--- config.mk ---
export PLATFORM = sky130hd
export DESIGN_NAME = shift_out_tx
export DESIGN_NICKNAME = d
export VERILOG_FILES = /design/src/rtl/shift_out_tx.sv
export SDC_FILE = /design/constraint.sdc
export NUM_CORES = 1
export LEC_CHECK = 0
export CORE_UTILIZATION = 56
export CTS_CLUSTER_SIZE = 25
export DETAILED_ROUTE_END_ITERATION = 8
export HOLD_SLACK_MARGIN = 0.06
export PLACE_DENSITY = 0.89
export SLEW_MARGIN = 20
export SYNTH_ARGS = -nofsm -noshare
export SYNTH_HDL_FRONTEND = slang
export SYNTH_SLANG_ARGS = --single-unit
--- constraint.sdc ---
create_clock -name clk -period 3.85 [get_ports clk]
set_clock_uncertainty 0.2 [all_clocks]
set_input_delay 0.9625 -clock clk [delete_from_list [all_inputs] [get_ports clk]]
set_output_delay 0.9625 -clock clk [all_outputs]
set_load 0.005 [all_outputs]
--- src/rtl/shift_out_tx.sv ---
// Serial frame transmitter: start bit 0, WIDTH data bits LSB first, stop bit 1,
// each bit held for CLKS_PER_BIT clocks. Valid/ready handshake on the payload.
module shift_out_tx #(
  parameter int WIDTH        = 8,
  parameter int CLKS_PER_BIT = 4
) (
  input  logic             clk,
  input  logic             rst_n,
  input  logic [WIDTH-1:0] data,
  input  logic             valid,
  output logic             ready,
  output logic             sdo,
  output logic             busy,
  output logic             done
);

  localparam int CW = (CLKS_PER_BIT > 1) ? $clog2(CLKS_PER_BIT) : 1;
  localparam int IW = (WIDTH > 1) ? $clog2(WIDTH) : 1;

  typedef enum logic [1:0] {IDLE, START, DATA, STOP} state_t;

  state_t           state, state_nx;
  logic [CW-1:0]    cnt, cnt_nx;
  logic [IW-1:0]    idx, idx_nx;
  logic [WIDTH-1:0] sh, sh_nx;
  logic             sdo_nx, done_nx;
  logic             wrap;

  assign wrap  = (cnt == CW'(CLKS_PER_BIT - 1));
  assign ready = (state == IDLE);
  assign busy  = ~ready;

  always_ff @(posedge clk or negedge rst_n) begin
    if (!rst_n) begin
      state <= IDLE;
      cnt   <= '0;
      idx   <= '0;
      sh    <= '0;
      sdo   <= 1'b1;
      done  <= 1'b0;
    end else begin
      state <= state_nx;
      cnt   <= cnt_nx;
      idx   <= idx_nx;
      sh    <= sh_nx;
      sdo   <= sdo_nx;
      done  <= done_nx;
    end
  end

  // sdo is computed one edge ahead so the line is a flop with no output decode
  always_comb begin
    state_nx = state;
    cnt_nx   = cnt;
    idx_nx   = idx;
    sh_nx    = sh;
    sdo_nx   = sdo;
    done_nx  = 1'b0;
    if (state != IDLE)
      cnt_nx = wrap ? '0 : cnt + CW'(1);
    case (state)
      IDLE: begin
        sdo_nx = 1'b1;
        if (valid) begin
          state_nx = START;
          sh_nx    = data;
          sdo_nx   = 1'b0;
          cnt_nx   = '0;
        end
      end
      START: if (wrap) begin
        state_nx = DATA;
        idx_nx   = '0;
        sdo_nx   = sh[0];
        sh_nx    = sh >> 1;
      end
      DATA: if (wrap) begin
        if (idx == IW'(WIDTH - 1)) begin
          state_nx = STOP;
          sdo_nx   = 1'b1;
        end else begin
          idx_nx = idx + IW'(1);
          sdo_nx = sh[0];
          sh_nx  = sh >> 1;
        end
      end
      STOP: if (wrap) begin
        state_nx = IDLE;
        done_nx  = 1'b1;
      end
      default: state_nx = IDLE;
    endcase
  end

endmodule

==> metrics.md, run 1 <==
| Metric | Value |
|---|---|
| Flop-to-flop setup slack | 1.58 ns |
| I/O pin cnt | 15 |
| Worst-Skew Late Latency | 0.30 ns |
| Htree depth | 1 |
| R2R cell count | 5 |
| Status | finished, final reports clean |
| Total CTS buffers | 3 |
| Power per cell area | 924.4 nW/um^2 |
| Setup bufs post-CTS | 0 |
| Post-CTS resize count | 0 |
| WHS | 0.3018 ns |
| Setup TNS | 0 ns |
| Initial drt markers | 14 |
| Worst Tran Pin Value | 0.7463 ns |
| Startpoint types | register |
| Reg2reg start | state[0]$_DFFE_PN0P_ |
| Worst Setup EP | busy |
| Vias per cell | 5.721 |
| Pre-antenna DRT Iters | 4 |
| Layout cells sized above 1 | 0.2526 |
| Worst Setup SP | state[0]$_DFFE_PN0P_ |
| Worst Setup End Kind | primary output |
| Initial Util | 0.6196 |
| Seq/Total Area, Yosys | 0.4417 |
| Fillers | 103 |
| Synthesized area per cell | 12.38 um^2 |
| Total Wirelength | 1.642 mm |
| Tot GR Track Use | 0.2150 |
| Post-route antenna net violation count | 0 |
| CTS tree | yes |
| Initial antenna violation count | 0 |
| RSZ-0062 raised after global routing | false |
| Die height | 43.53 um |
| Antenna cell count | 0 |
| Core area | 1559 um^2 |
| Gpl congestion | 0.8672 |
| Leading area contributor after synthesis | dfrtp_1 |
| Netlist cell types | 24 |
| Final Cycle Share | 0.7416 |
| Post-synth net total | 99 |
| Critical path class | reg2out |
| Synth Register Bits | 17 |
| Via count | 635 |
| Static leakage | 0.0005303 uW |
| Final Hold Viols | 0 |
| Slew headroom | 0.5009 |
| Area share of the largest cell type after synthesis | 0.4145 |
| Fmax | 350.2 MHz |
| Root buf cell | clkbuf_4 |
| Final worst path period need | 2.855 ns |
| Layout Nets | 117 |
| Hold-fix buffers, CTS | 0 |
| Vias in the first global route | 676 |
| Pin count of the biggest net entering global routing | 18 |
| Register clock-pin slew on the reported worst setup and hold paths | 0.10 ns |
| First-pass GRT wire length | 2.918 mm |
| Yosys warning total | 0 |
| Port Buffers | 14 |
| Peak supply drop | 598.0 uV |
| Critical R2R Capture | sh[1]$_DFFE_PN0P_ |
| Leading post-synthesis cells by cell area | dfrtp_1 (41%), mux2_2 (20%), ha_1 (13%) |
| Fin. max-slew vios | 0 |
| # rows | 14 |
| Worst hold path class | reg2reg |
| DIE AREA | 1895 um^2 |
| # DRC | 0 |
| Die X | 43.53 um |
| DP HPWL | 1.279 mm |
| WP data arrival | 1.69 ns |
| Routed WL per cell | 14.79 um |
| Cells after synthesis | 78 |
| Maxcap violations | 0 |
| Bufs on Longest Clock Path | 2 |
| GRT overflow | 0 |
| TritonCTS Sinks | 17 |
| Synth Cell Area | 965.9 um^2 |
| CP Data Required Time | 2.69 ns |
| CP max FO | 5 |
| Area Overhead vs Synth | 19.04% |
| # setup viols final | 0 |
## through the flow
step	util	std cells	worst slack, ns	power, uW	area [um^2]
floorplan	-	78	1.530	814.8	965.9
global placement	0.7199	107	0.9249	938.1	1122
detailed placement	0.7199	107	0.8972	971.2	1122
CTS	0.7376	111	0.9751	1071	1150
global route	0.7376	111	0.8965	1149	1150
finish	0.7376	111	0.9948	1063	1150
## cell type report
cell class	count	area, um^2	share of cell area
Timing Repair Buffer	14	140.1	0.1219
Multi-Input combinational cell	54	513.0	0.4461
Clock inverter	1	5.005	0.004353
Sequential cell	17	426.7	0.3711
Clock buffer	3	22.52	0.01959
Tap cell	16	20.02	0.01741
Inverter	6	22.52	0.01959
## power breakdown
part,switching (uW),total [uW],internal [uW],leakage [uW]
logic,279,639,359,0.000312
registers,52.2,327,275,0.000201
clock network,58.2,96.9,38.7,0.0000177
total,390,1060,673,0.000530
## worst min path at each step
stage / slack, ns / cells past startpoint / startpoint / to
finish: 0.30 / 2 / sdo$_DFFE_PN1P_ / sdo$_DFFE_PN1P_
global route: 0.33 / 1 / cnt[0]$_DFF_PN0_ / cnt[0]$_DFF_PN0_
CTS: 0.30 / 2 / sdo$_DFFE_PN1P_ / sdo$_DFFE_PN1P_
detailed placement: 0.28 / 2 / sdo$_DFFE_PN1P_ / sdo$_DFFE_PN1P_
global placement: 0.28 / 2 / sdo$_DFFE_PN1P_ / sdo$_DFFE_PN1P_
floorplan: 0.26 / 1 / cnt[0]$_DFF_PN0_ / cnt[0]$_DFF_PN0_
## cells by family (layout without fill, tap and decap cells)
kind of cell,Yosys count,count (layout),share of synthesized area
simple gates,15,15,0.09716
mux,19,19,0.2189
flops,17,17,0.4417
buf+inv,7,24,0.02720
fa+ha+maj,10,10,0.1295
compound gates,10,10,0.08550
## synth_stat cells
master	n
mux2_2	17
dfrtp_1	16
ha_1	10
inv_1	6
nand2_1	5
mux2i_1	2
nor2_1	2
nor2b_1	2
o211ai_1	2
o21ai_0	2
a21boi_0	1
a22o_1	1
and2_1	1
and2b_1	1
and3_1	1
clkbuf_1	1
dfstp_2	1
nand2b_1	1
nor3_1	1
nor4b_4	1
o21ba_4	1
o221ai_1	1
o31ai_1	1
o41ai_1	1
## per-layer routing
| metal | up-vias | share of wire | GRT usage |
|---|---|---|---|
| li1 | 309 | - | - |
| met1 | 311 | 0.46 | 0.2730 |
| met2 | 10 | 0.49 | 0.3515 |
| met3 | 5 | 0.020 | 0.02917 |
| met4 | 0 | 0.022 | 0.1250 |
| met5 | - | 0 | 0 |
## flip-flops by register name, indices dropped and copies added (netlist names)
signal  flops
sh          8
idx         3
state       2
done        1
cnt         2
sdo         1
## critical path, stage by stage (launching register included)
cell	delay [ns]
dfrtp_1	0.40
inv_1	0.12
ha_1	0.27
inv_1	0.10
clkdlybuf4s50_1	0.50
## cells in the final DEF (no fill, tap or decap), types with 2 or more instances in the layout
cell	Yosys	final
o211ai_1	2	2
inv_1	6	6
mux2i_1	2	2
mux2_2	17	17
ha_1	10	10
nor2_1	2	2
dfrtp_1	16	16
clkdlybuf4s50_1	0	14
clkbuf_4	0	3
o21ai_0	2	2
nand2_1	5	5
nor2b_1	2	2
(Power assumes the default switching activity.)
==> run 2, diff against run 1 <==
--- a/config.mk
+++ b/config.mk
@@ -5,11 +5,11 @@
 export SDC_FILE = /design/constraint.sdc
 export NUM_CORES = 1
 export LEC_CHECK = 0
-export CORE_UTILIZATION = 56
+export CORE_UTILIZATION = 47
 export CTS_CLUSTER_SIZE = 25
 export DETAILED_ROUTE_END_ITERATION = 8
 export HOLD_SLACK_MARGIN = 0.06
-export PLACE_DENSITY = 0.89
+export PLACE_DENSITY = 0.8
 export SLEW_MARGIN = 20
 export SYNTH_ARGS = -nofsm -noshare
 export SYNTH_HDL_FRONTEND = slang
==> constraint.sdc (replaced) <==
create_clock -name clk -period 2.3 [get_ports clk]
set_clock_uncertainty 0.2 [all_clocks]
set_input_delay 0.575 -clock clk [delete_from_list [all_inputs] [get_ports clk]]
set_output_delay 0.575 -clock clk [all_outputs]
set_load 0.005 [all_outputs]
==> run 2 against run 1 <==
Clock-buffer cell count up 1; wire length rose by 3.7%; final cell count grew 17%; utilization down 10 points; worst hold slack better by 0.0044 ns; design area increased by 7.6%; die area grew 18%; critical path depth is 1 lower; combinational power is 86% higher; critical path type unchanged; critical endpoint is now ready.
==> metrics.md, run 2 (same netlist as run 1, synthesis figures left out) <==
| Metric | Value |
|---|---|
| Vias in the first global route | 679 (+0.44%) |
| Register clock-pin slew on the reported worst setup and hold paths | 0.10 ns (about the same) |
| Startpoint types | register |
| Hold-fix buffers, CTS | 0 (unchanged) |
| Port Buffers | 14 (unchanged) |
| CP peak stage delay | 0.50 ns (about the same) |
| Worst-Skew Late Latency | 0.29 ns (about the same) |
| Peak supply drop | 929.9 uV (+56%) |
| I/O pin cnt | 15 (unchanged) |
| Fin. max-slew vios | 0 (unchanged) |
| Worst hold path class | reg2reg |
| Setup TNS | 0 ns (unchanged) |
| # DRC | 0 (unchanged) |
| Overall power | 1892 uW (+78%) |
| WP data arrival | 1.45 ns (-0.24 ns) |
| Final instance area | 1237 um^2 (+7.6%) |
| Worst Setup End Kind | primary output |
| Initial antenna violation count | 0 (unchanged) |
| Placed cell area | 1166 um^2 (+3.9%) |
| Final worst path period need | 2.220 ns |
| Commonest non-fill, non-tap cell in the layout | mux2_2 |
| Power per cell area | 1529 nW/um^2 (+65%) |
| Hold path cells | 2 (unchanged) |
| Final Util | 0.6372 (-0.1003) |
| First-pass GRT wire length | 2.925 mm (+0.24%) |
| Worst Tran Pin Value | 0.5547 ns (-0.1916 ns) |
| Gpl congestion | 0.7409 (-15%) |
| Commonest non-fill, non-tap cells in the layout | mux2_2 (17), dfrtp_1 (16), clkdlybuf4s50_1 (13) |
| Via count | 644 (+1.4%) |
| Initial drt markers | 4 (-10) |
| Tot GR Track Use | 0.1957 (-0.01927) |
| Htree depth | 1 (unchanged) |
| Final Cycle Share | 0.9653 |
| Fillers | 167 (+62%) |
| TritonCTS Sinks | 17 (unchanged) |
| CP Data Required Time | 1.52 ns (-1.17 ns) |
| Max reg flops | 8 (unchanged) |
| Core area | 1942 um^2 (+25%) |
| Largest Register | sh |
| Area Overhead vs Synth | 28.11% |
| Layout cells sized above 1 | 0.3301 (+0.07747) |
| Total Wirelength | 1.702 mm (+3.7%) |
| Final Hold Viols | 0 (unchanged) |
| Status | finished, final reports clean |
| Total CTS buffers | 3 (unchanged) |
| CP max FO | 5 (unchanged) |
| Maxcap violations | 0 (unchanged) |
| # setup viols final | 0 (unchanged) |
| R2R cell count | 7 (+2) |
| Critical path class | reg2out |
| Top flop regs | sh x8, idx x3 |
| CP max stage cell | clkdlybuf4s50_1 |
| DP HPWL | 1.313 mm (+2.6%) |
| Pre-antenna DRT Iters | 4 (unchanged) |
| GRT overflow | 0 (unchanged) |
| Routed WL per cell | 13.09 um (-11%) |
| Antenna cell count | 0 (unchanged) |
| CTS tree | yes |
| # rows | 16 (+2) |
| Fmax | 450.4 MHz |
| Layout Nets | 125 (+6.8%) |
| DIE AREA | 2241 um^2 (+18%) |
| Die X | 47.34 um (+8.7%) |
| Bufs on Longest Clock Path | 2 (unchanged) |
| WHS | 0.3063 ns (+0.004419 ns) |
| Static leakage | 0.0005687 uW (+7.3%) |
| Die height | 47.34 um (+8.7%) |
| CP cell instances | inv_2, ha_4, clkdlybuf4s50_1 |
| Root buf cell | clkbuf_4 |
| Initial Util | 0.4974 (-0.1222) |
| Slew headroom | 0.6291 (+0.1282) |
| Vias per cell | 4.954 (-13%) |
| Pin count of the biggest net entering global routing | 13 (-5) |
| Post-route antenna net violation count | 0 (unchanged) |
[run 2: cell count changes in the layout (fill, tap and decap cells not counted), sizes merged]
cell and delta:
clkdlybuf4s50 -1, clkinv -1, clkbuf +1, dlymetal6s2s +1, buf +8
[run 2: path summary, 6_finish.rpt]
check,slack [ns],end,start
worst max-delay path,0.08,ready,state[0]$_DFFE_PN0P_
worst min-delay path,0.31,sdo$_DFFE_PN1P_,sdo$_DFFE_PN1P_
worst max register to register,0.18,sh[1]$_DFFE_PN0P_,state[0]$_DFFE_PN0P_
worst min register to register,0.31,sdo$_DFFE_PN1P_,sdo$_DFFE_PN1P_
max in group asynchronous,0.96,idx[0]$_DFFE_PN0P_,rst_n
min in group asynchronous,0.43,cnt[1]$_DFF_PN0_,rst_n
[run 2: power by group]
part	switching, uW	internal (uW)
combinational	486	707
sequential	77.8	461
clock	92.4	67.3
[run 2: through the flow]
step	instances	worst slack, ns
after detailed placement	122	-0.09934
after global routing	130	-0.002146
after global placement	122	-0.06760
after floorplan	78	0.2420
final	130	0.07981
after CTS	128	0.001060
[run 2: repair_timing]
action	4_1_cts	5_1_grt
pin swaps	0	1
gates resized for setup	3	2
buffers inserted	2	2
setup endpoints to repair	2	2
[run 2: final cells by class]
class                   count  area (um^2)  area share
clock buffers               4        26.28     0.02123
inverters                   6        22.52     0.01820
multi-input cells          54        525.5      0.4247
flip-flops and latches     17        426.7      0.3448
well taps                  27        33.78     0.02730
repair buffers             22        202.7      0.1638
[run 2: worst max-delay path: cells and delay by family (launching register included)]
kind,cells,cell delay [ns]
buf+inv,2,0.60
flops,1,0.40
fa+ha+maj,1,0.16
[run 2: metal layers]
| metal | vias to the layer above | wire length, um | track usage | part of all wire |
|---|---|---|---|---|
| met5 | - | 0 | 0 | 0 |
| met4 | 0 | 12 | 0.1371 | 0.0071 |
| met3 | 2 | 30 | 0.03846 | 0.018 |
| met2 | 8 | 907 | 0.3151 | 0.53 |
| met1 | 312 | 751 | 0.2326 | 0.44 |
| li1 | 322 | - | - | - |
==> variant 1: new RTL, flow settings as in run 1 <==
`CLKS_PER_BIT`: 4 -> 2.
--- a/src/rtl/shift_out_tx.sv
+++ b/src/rtl/shift_out_tx.sv
@@ -3,5 +3,5 @@
 module shift_out_tx #(
   parameter int WIDTH        = 8,
-  parameter int CLKS_PER_BIT = 4
+  parameter int CLKS_PER_BIT = 2
 ) (
   input  logic             clk,
Behaviour: not the same (a bounded check fails within 4 cycles, from zero or initial values and one cycle with rst_n low).
==> variant 1 against run 1 <==
- routed wire length shrank 1.0%
- hold slack gained 7.6 ps
- area after synthesis shrank 4.3%
- maximum frequency grew 2.9%
- total power shrank 3.9%
- via count shrank 6.1%
- combinational power shrank 6.6%
- count of clock-buffer cells in the layout grew 1
- core utilization shrank 0.52 points
- global-route usage shrank 2.3 points
- final area shrank 2.9%
- sequential cell count shrank 1
- sequential share of layout area shrank 1.1 points
- setup slack gained 80 ps
==> variant 1: results <==
group,metric,value,unit
timing,pin_slew_with_the_least_headroom_to_its_limit,723,ps
power,power_top_consumer,"combinational cells",
power,p_leak,0.519,nW
final_layout,num-nets-final,111,
final_layout,reg.largest.list,"sh x8, idx x3, state x2",
final_layout,multi_input_comb_area,495,um2
clocking,cts_max_level,1,
global_routing,global_route.usage.met3,2.59,%
yosys,top_cells_by_instance_count_after_synthesis,"16 x mux2_2, 15 x dfrtp_1, 9 x ha_1",
global_routing,met1_usage,24.2,%
power,pwr-share-clk,11.0,%
global_routing,pin_count_of_the_biggest_net_entering_global_routing,17,
setup_path,crit_path_max_fanout,5,
detailed_routing,routedWlPerCell,15.3,um
power,share_of_total_power_in_sequential_cells,30.5,%
setup_path,timing.critical_path.arrival,1610,ps
yosys,synth_cell_type_count,21,
placed_design,pre_cts_slack,1360,ps
global_routing,groute.usage.overall,19.2,%
placed_design,placement.io_buffers,14,
detailed_routing,detail_route.iter0.violations,13,
global_routing,first_global_vias,606,
global_routing,grt_antenna_before_repair,0,
detailed_routing,dr_total_vias,596,
detailed_routing,met3_length,63,um
timing,fin_worst_hold_slack,309,ps
power,power_sequential,0.311,mW
detailed_routing,first_pass_iters,4,
clocking,cts_root_buffer,"clkbuf_4",
final_layout,insertedDiodeCount,0,
placed_design,detailed_place_hpwl,1.25,mm
detailed_routing,route.layer.met1.wl,717,um
placed_design,placement.cell_area,1080,um2
yosys,synthTopCellsByArea,"dfrtp_1 41%, mux2_2 19%, ha_1 12%",
setup_path,reg2reg_slack,1770,ps
yosys,ys_seq_area_share,43.4,%
detailed_routing,totalWireLength,1.63,mm
detailed_routing,wl_met2,821,um
final_layout,final_layout_size_suffix_gt1_share,28.9,%
clocking,numCtsBuffers,3,
clocking,worst_skew_pair.late_latency,290,ps
placed_design,final_gp_congestion,0.718,
yosys,synthesized_instance_count,73,
clocking,cts_resized,0,
timing,maximum_achievable_frequency,360,MHz
placed_design,numPlacedInstances,102,
yosys,synth_fp_nets,93,
clocking,cts.path.max_buffers,2,
final_layout,num-fill-cells,114,
status,run_status,"complete, no violations",
power,vdd.ir_drop.worst,557,uV
global_routing,grt_util_met2,33.0,%
power,cellInternalPower,0.657,mW
global_routing,grt_first_pass_wirelength,2.59,mm
## variant 1: cell families after synthesis
kind of cell	count (synthesis)	share of synthesized area, %
muxes	21	25.4
adders and majority gates	9	12.2
and+or+nand+nor	12	8.25
DFF	16	43.4
AOI/OAI and AO/OA	8	7.71
buffers and inverters	7	2.98
## variant 1: worst max-delay path, cell delays in order, from the launching register on
cell and delay, ps:
dfrtp_1 440, inv_1 110, ha_1 230, inv_1 60
clkdlybuf4s50_1 490
## variant 1: worst paths after layout
kind                           from  endpoint  depth (start not counted)
max                        state[1]      busy                          4
min                           sh[3]     sh[3]                          1
max reg2reg                state[1]     sh[2]                          4
min reg2reg                   sh[3]     sh[3]                          1
max in group asynchronous     rst_n     sh[3]                          1
min in group asynchronous     rst_n  state[0]                          1
## variant 1: area by class of cell
cell class                      count  share of cell area [%]
Tap cell                           16                    1.79
Clock buffer                        4                    3.25
Multi-Input combinational cell     50                    44.4
Timing Repair Buffer               14                    12.6
Inverter                            6                    2.02
Sequential cell                    16                    36.0
==> variant 2: new RTL, settings of run 1 <==
Without the edit above. Reset style: synchronous (`rst_n`), changed in one clocked block.
--- a/src/rtl/shift_out_tx.sv
+++ b/src/rtl/shift_out_tx.sv
@@ -31,5 +31,5 @@
   assign busy  = ~ready;
 
-  always_ff @(posedge clk or negedge rst_n) begin
+  always_ff @(posedge clk) begin
     if (!rst_n) begin
       state <= IDLE;
Behaviour: differs if rst_n is asserted again (counterexample within 4 cycles, from zero or initial values and one cycle with rst_n low); with rst_n held inactive, the same outputs for 10 cycles.
==> variant 2 against run 1 <==
- non-clock buffer count unchanged
- setup slack improved by 54 ps
- sequential cell count unchanged
- total power decreased by 27%
- die area decreased by 1.2%
- final area decreased by 3.4%
- clock power about the same
- area after synthesis decreased by 1.3%
- global-route usage increased by 0.30 points
- routed wire length increased by 6.6%
- count of clock-buffer cells in the layout unchanged
- sequential share of layout area decreased by 6.5 points
- final cell count increased by 22%
==> variant 2: results <==
group,metric,value,unit
detailed_routing,route.layer.met1.wl,853,um
yosys,synthAdderAreaFrac,10.5,%
global_routing,pin_count_of_the_biggest_net_entering_global_routing,22,
yosys,synthTopCellsByArea,"dfxtp_1 36%, ha_1 10%, mux2i_1 9.4%",
worst_hold_path,whs_endpoint,"sh[3]",
detailed_routing,wl_met2,849,um
yosys,synth_fp_nets,125,
power,p_leak,0.475,nW
setup_path,reg2reg_slack,1560,ps
yosys,top_cells_by_instance_count_after_synthesis,"23 x nand2_1, 17 x dfxtp_1, 9 x mux2i_1",
placed_design,detailed_place_hpwl,1.32,mm
global_routing,groute.usage.overall,21.8,%
worst_hold_path,min-delay-start,"sh[3]",
detailed_routing,detail_route.iter0.violations,10,
timing,worst_slew_margin_rel,54.6,%
status,run_status,"complete, no violations",
final_layout,num-fill-cells,112,
global_routing,first_global_vias,754,
final_layout,final_layout_size_suffix_gt1_share,10.1,%
global_routing,grt_first_pass_wirelength,3.08,mm
setup_path,origin_of_the_worst_setup_path,"state[0]",
setup_path,timing.critical_path.arrival,1640,ps
power,vdd.ir_drop.worst,402,uV
detailed_routing,met3_length,38,um
yosys,synth-async-reset-ratio,0,%
final_layout,final_instance_area,1110,um2
detailed_routing,totalWireLength,1.75,mm
placed_design,final_gp_congestion,0.742,
yosys,synth_cell_type_count,28,
[variant 2: changes by cell type after synthesis, moves of 2 or more]
| cell | run 1 | this run |
|---|---|---|
| a21oi_1 | 0 | 4 |
| a21o_1 | 0 | 2 |
| dfrtp_1 | 16 | 0 |
| mux2_2 | 17 | 7 |
| clkbuf_1 | 1 | 3 |
| nand2_1 | 5 | 23 |
| mux2i_1 | 2 | 9 |
| o21ai_0 | 2 | 4 |
| dfxtp_1 | 0 | 17 |
| nand3b_1 | 0 | 3 |
| ha_1 | 10 | 8 |
| o211ai_1 | 2 | 0 |
[variant 2: through the flow]
stage	setup slack, ps	hold slack (ps)	power [mW]	cells
5_1_grt	964	293	0.827	135
3_3_place_gp	1060	241	0.660	131
3_5_place_dp	1020	247	0.676	131
6_report	1050	265	0.772	135
4_1_cts	1040	268	0.774	135
2_1_floorplan	1760	235	0.584	106
[variant 2: layer usage]
metal / vias to the layer above / global-route usage [%]
li1: 393 / -
met1: 373 / 26.4
met2: 14 / 37.3
met3: 2 / 2.55
met4: 0 / 10.9
met5: - / 0
[variant 2: worst min-delay path: stages, from the launching register on]
cell,delay (ps)
dfxtp_1,320
nand2_1,50
mux2i_1,60
[variant 2: area by class of cell]
type | count | area share [%]
Sequential cell | 17 | 30.6
Multi-Input combinational cell | 79 | 50.8
Inverter | 5 | 1.69
Clock inverter | 1 | 0.450
Timing Repair Buffer | 14 | 12.6
Tap cell | 16 | 1.80
Clock buffer | 3 | 2.03
[variant 2: kinds of logic after synthesis]
family / after synthesis
fa+ha+maj: 8
mux: 16
buf+inv: 10
compound gates: 17
simple gates: 38
flops: 17
[variant 2: power by group]
group / internal, mW / switching, mW
combinational: 0.215 / 0.196
clock: 0.0386 / 0.0580
sequential: 0.232 / 0.0321
